==> src/rtl/jk_updown_counter.sv <==
// jk_updown_counter: WIDTH-bit synchronous up/down counter built from a row
// of JK cells. Each cell's J/K pair comes from load, enable, direction and
// the toggle chain of the lower bits.
// Optional build macro: JK_CNT_SAT_EN (saturate at terminal count instead of
// wrapping; the wrap pulse then stays low).
module jk_updown_counter #(
  parameter int WIDTH = 4
) (
  input  logic             clk,
  input  logic             reset,
  input  logic             EN,
  input  logic             up,
  input  logic             load,
  input  logic [WIDTH-1:0] d,
  output logic [WIDTH-1:0] q,
  output logic             tc,
  output logic             wrap
);

  logic [WIDTH-1:0] count_q;
  logic [WIDTH-1:0] count_d;
  logic             wrap_q;
  logic             wrap_d;
  logic [WIDTH-1:0] toggleUp;
  logic [WIDTH-1:0] toggleDown;
  logic [WIDTH-1:0] cellJ;
  logic [WIDTH-1:0] cellK;
  logic             upRun;
  logic             downRun;

  // Toggle chains: bit i flips when every lower bit is 1 (up) or 0 (down).
  always_comb begin
    toggleUp   = '0;
    toggleDown = '0;
    upRun      = 1'b1;
    downRun    = 1'b1;
    for (int i = 0; i < WIDTH; i++) begin
      toggleUp[i]   = upRun;
      toggleDown[i] = downRun;
      upRun         = upRun & count_q[i];
      downRun       = downRun & ~count_q[i];
    end
  end

  // Terminal count: enabled, not loading, and sitting at the end of the range.
  always_comb begin
    tc = EN & ~load & (up ? (&count_q) : ~(|count_q));
  end

  // J/K generation: load forces set/clear per bit, counting drives J=K=T.
  always_comb begin
    cellJ = '0;
    cellK = '0;
    if (load) begin
      cellJ = d;
      cellK = ~d;
    end else if (EN) begin
`ifdef JK_CNT_SAT_EN
      if (!tc) begin
        cellJ = up ? toggleUp : toggleDown;
        cellK = up ? toggleUp : toggleDown;
      end
`else
      cellJ = up ? toggleUp : toggleDown;
      cellK = up ? toggleUp : toggleDown;
`endif
    end
  end

  // JK cell rule per bit, plus the wrap pulse request for the next cycle.
  always_comb begin
    count_d = count_q;
    for (int i = 0; i < WIDTH; i++) begin
      case ({cellJ[i], cellK[i]})
        2'b00:   count_d[i] = count_q[i];
        2'b10:   count_d[i] = 1'b1;
        2'b01:   count_d[i] = 1'b0;
        default: count_d[i] = ~count_q[i];
      endcase
    end
`ifdef JK_CNT_SAT_EN
    wrap_d = 1'b0;
`else
    wrap_d = tc;
`endif
  end

  // State register with synchronous reset clearing count and wrap pulse.
  always_ff @(posedge clk) begin
    if (reset) begin
      count_q <= '0;
      wrap_q  <= 1'b0;
    end else begin
      count_q <= count_d;
      wrap_q  <= wrap_d;
    end
  end

  assign q    = count_q;
  assign wrap = wrap_q;

endmodule

==> config.mk <==
export PLATFORM = sky130hd
export DESIGN_NAME = jk_updown_counter
export DESIGN_NICKNAME = d
export VERILOG_FILES = /design/src/rtl/jk_updown_counter.sv
export SDC_FILE = /design/constraint.sdc
export NUM_CORES = 1
export LEC_CHECK = 0
export BUFFER_PORTS_ARGS = -buffer_cell sky130_fd_sc_hd__buf_2
export CAP_MARGIN = 20
export CORE_AREA = 10 10 47 49
export CTS_BUF_LIST = sky130_fd_sc_hd__clkbuf_2 sky130_fd_sc_hd__clkbuf_4 sky130_fd_sc_hd__clkbuf_8
export DETAILED_ROUTE_END_ITERATION = 8
export DIE_AREA = 0 0 57 59
export PLACE_DENSITY_LB_ADDON = 0.12
export SKIP_LAST_GASP = 1
export SYNTH_ARGS = -nofsm -noshare
export SYNTH_HDL_FRONTEND = slang
export SYNTH_SLANG_ARGS = --single-unit
==> constraint.sdc <==
create_clock -name clk -period 3.1 [get_ports clk]
set_input_delay 0.93 -clock clk [delete_from_list [all_inputs] [get_ports clk]]
set_output_delay 0.93 -clock clk [all_outputs]
set_load 0.02 [all_outputs]
[Yosys cells after proc, flatten, opt, wreduce, memory -nomap -nowiden]
Cells that the tools add are included.
Word-level totals
  output and inout port bits: 6
  register bits: 5
  bits of input ports: 9
  word-level logic and storage cells: 41
Cells by class
  eq/ne operators: 8
  reduce and logical (&&, ||, !) cells: 6
  bitwise operators: 13
  mux-type cells: 9
Operators by type and width (number)
  $mux 4: 4
  $pmux 1 s3: 4
  $eq 2x1->1 const B: 4
  $eq 2x2->1 const B: 4
  $logic_not 2->1: 4
  $and 1x1->1: 6
  $not 1->1: 6
  $not 4->4: 1
  $reduce_and 4->1: 1
  $reduce_or 4->1: 1
  $mux 1: 1

[Logic depth before layout (Yosys ltp)]
  depth in word-level cells: 8
  depth in mapped cells: 8

[Least setup slack after synthesis]
Ideal clock, no wire load.
  path type: input to output
  start point: input port up
  end point: output port tc
  slack: 364 ps
  arrival: 1806 ps
  data required time: 2170 ps
  stages on the path: 3
  path through: nor4_1 nor2_1 nor3_1
Between the ends
  longest elaborated chain between the ends: 2
RTL lines
  start: declaration: line 12  | input logic up,
  $mux 1: line 47  | tc = EN & ~load & (up ? (&count_q) : ~(|count_q));
  $and 1x1->1: line 47
  end: declaration: line 16  | output logic tc,
Every way passes these cells.

[Worst setup path after layout]
Same ends and word-level chain as after synthesis.

==> metrics.md <==
| Metric | Value |
|---|---|
| Largest net degree at the start of global routing | 14 |
| Fraction of synthesized cell area in xor and xnor cells | 4.75% |
| # resized after CTS | 0 |
| CTS Sinks | 5 |
| Largest fanout on the critical path | 6 |
| Outcome | finished, final reports clean |
| Nets@finish | 74 |
| PD cells | 463 nW/µm² |
| I/O Pins | 15 |
| Global-route wire length before repair | 1700 µm |
| Core Rows | 14 |
| Die Area | 3360 µm² |
| CP startpoint kind | input port |
| Top cell by count, worst path | buf_2 |
| DRC viols | 0 |
| Crit-path slowest cell | nor4_1 |
| Worst-path cell chain | buf_2 -> nor4_1 -> nor2_1 -> nor3_1 -> buf_2 |
| Unrepaired setup endpoints after global routing | no |
| Starting Density | 26.3% |
| Fin cells | 79 |
| Post-synthesis mux area share | 0% |
| Clk pin slew, worst setup/hold paths | 0.05 ns |
| Yosys reg bits | 5 |
| Number of DRC markers in iteration 0 | 0 |
| Fin crit period | 2.80 ns |
| Layout cells sized above 1 | 33.3% |
| Routed WL | 965 µm |
| Net Count, Synth | 58 |
| Most frequent cells in the layout | 14 x buf_2, 5 x nand2_1, 5 x nor2_1, 5 x dfxtp_1 |
| Half-perimeter wire length after placement | 749 µm |
| Post-CTS setup buffers | 0 |
| Slew Viols, Final | 0 |
| Vias in the first global route | 410 |
| Leakage | 0.000229 µW |
| RD Place Congestion | 0.738 |
| CP arrival | 1.87 ns |
| Clk_skew | 0.00244 ns |
| Post-CTS Hold Buffers | 0 |
| Crit share post-route | 90.2% |
| Setup crit start | up |
| Worst Path Required | 2.17 ns |
| Grt total ovfl | 0 |
| Max cap viols | 0 |
| Synth Area in Compound Gates | 20.3% |
| Synthesized area | 369 µm² |
| Synthesized area per cell | 7.69 µm² |
| FILL cells | 162 |
| Area growth syn-to-layout | 28.8% |
| First-pass DRT Iterations | 1 |
| Largest family of logic cells by synthesized area | simple AND/OR/NAND/NOR gates |
| Synth warnings | 0 |
| CTS root buf | clkbuf_4 |
| Fmax | 358 MHz |
| Setup CP Type | input port to primary output |
| Post-DR vias/cell | 5.04 |
| Post-synth cell types | 24 |
| Worst Tran Pin Value | 0.432 ns |
| Num CTS Buffers | 3 |
| Die Wd | 57 µm |
| Worst setup EP type | primary output |
| CTS tree | done |
| Via count | 398 |
| PortBufs | 14 |
| H-Tree Depth | 1 |
| Longest Clk Path Bufs | 2 |
| Hold Path Class | flop to flop |
| Simple-Gate Fraction of Synth Area | 37.6% |
| Final-report setup violation count | 0 |
| Antenna Cells | 0 |
| Dpl cells | 75 |
| Max stage delay on crit path | 0.34 ns |
| EDFF count, synth | 0 |
| Cells after Synth | 48 |
| Register area share after synthesis | 27.1% |
| Async SR Flop Fraction | 0% |
| VDD IR max | 0.136 mV |
| Total GRT Usage | 6.20% |
| Reg-to-reg startpoint | q[0] |
| ANT nets after route | 0 |
| Pre-CTS setup slack | 0.289 ns |
| Synth Flop Type | dfxtp_1 |
| Hold Fails Final Rpt | 0 |
| Clk_lat worst skew | 0.24 ns |
| Initial antenna violation count | 0 |
| Die Span Y | 59 µm |
| Core Area | 1400 µm² |
| Setup TNS Final | 0 ns |
| Max-slew headroom | 70.9% |
| Area share of fa/ha/maj cells after synthesis | 3.39% |
| Worst Slack Setup Final | 0.304 ns |
| DR WL/cell | 12.2 µm |
| Hold path start | q[2] |
| Commonest non-fill, non-tap cell in the layout | buf_2 |
-- metrics by stage --
step / power, µW / instance area [µm²] / hold WS, ns / utilization [%]
finish: 220 / 475 / 0.594 / 33.9
global route: 237 / 475 / 0.637 / 33.9
CTS: 225 / 475 / 0.600 / 33.9
detailed placement: 135 / 445 / 0.593 / 31.8
global placement: 136 / 445 / 0.589 / 31.8
floorplan: 117 / 369 / 0.631 / -
-- critical path: cells and delay by family --
kind,cells,cell delay [ns]
buf+inv,2,0.32
simple gates,3,0.61
-- metal layers --
metal,track usage [%],routed length [µm]
met5,0,0
met4,3.02,25
met3,3.00,58
met2,10.4,447
met1,6.34,434
-- path summary, 6_finish.rpt --
path	to	slack, ns	cells past startpoint
max	tc	0.30	5
min	q[2]	0.59	2
max reg2reg	q[3]	1.75	3
min reg2reg	q[2]	0.59	2
-- cell type report --
class | instances | area [µm²] | share of cell area, %
Tap cell | 16 | 20.0 | 4.21
Inverter | 3 | 11.3 | 2.37
Timing Repair Buffer | 14 | 70.1 | 14.7
Multi-Input combinational cell | 37 | 244 | 51.3
Clock buffer | 4 | 30.0 | 6.32
Sequential cell | 5 | 100 | 21.1
-- cell usage after synthesis, types with 2 or more instances --
library cell | number | area share, %
nand2_1 | 5 | 5.1
o21ai_0 | 4 | 5.4
and3_1 | 2 | 3.4
nor3_1 | 4 | 5.4
nor2_1 | 5 | 5.1
buf_2 | 2 | 2.7
inv_1 | 3 | 3.1
dfxtp_1 | 5 | 27
nor4_1 | 3 | 5.1
-- report_power, final --
group / internal, µW / total (µW) / switching [µW]
sequential: 70.4 / 79.1 / 8.75
clock: 57.6 / 87.1 / 29.5
combinational: 23.2 / 53.9 / 30.7
-- state kept, by name (all words and copies together), names as in the netlist --
register  cells
q             4
wrap          1
-- cell families (layout without fill, tap and decap cells) --
kind of cell / after synthesis / in the layout
compound gates: 9 / 9
xor+xnor: 2 / 2
fa+ha+maj: 1 / 1
buf+inv: 6 / 21
flops: 5 / 5
simple gates: 25 / 25
(Power assumes the default switching activity.)
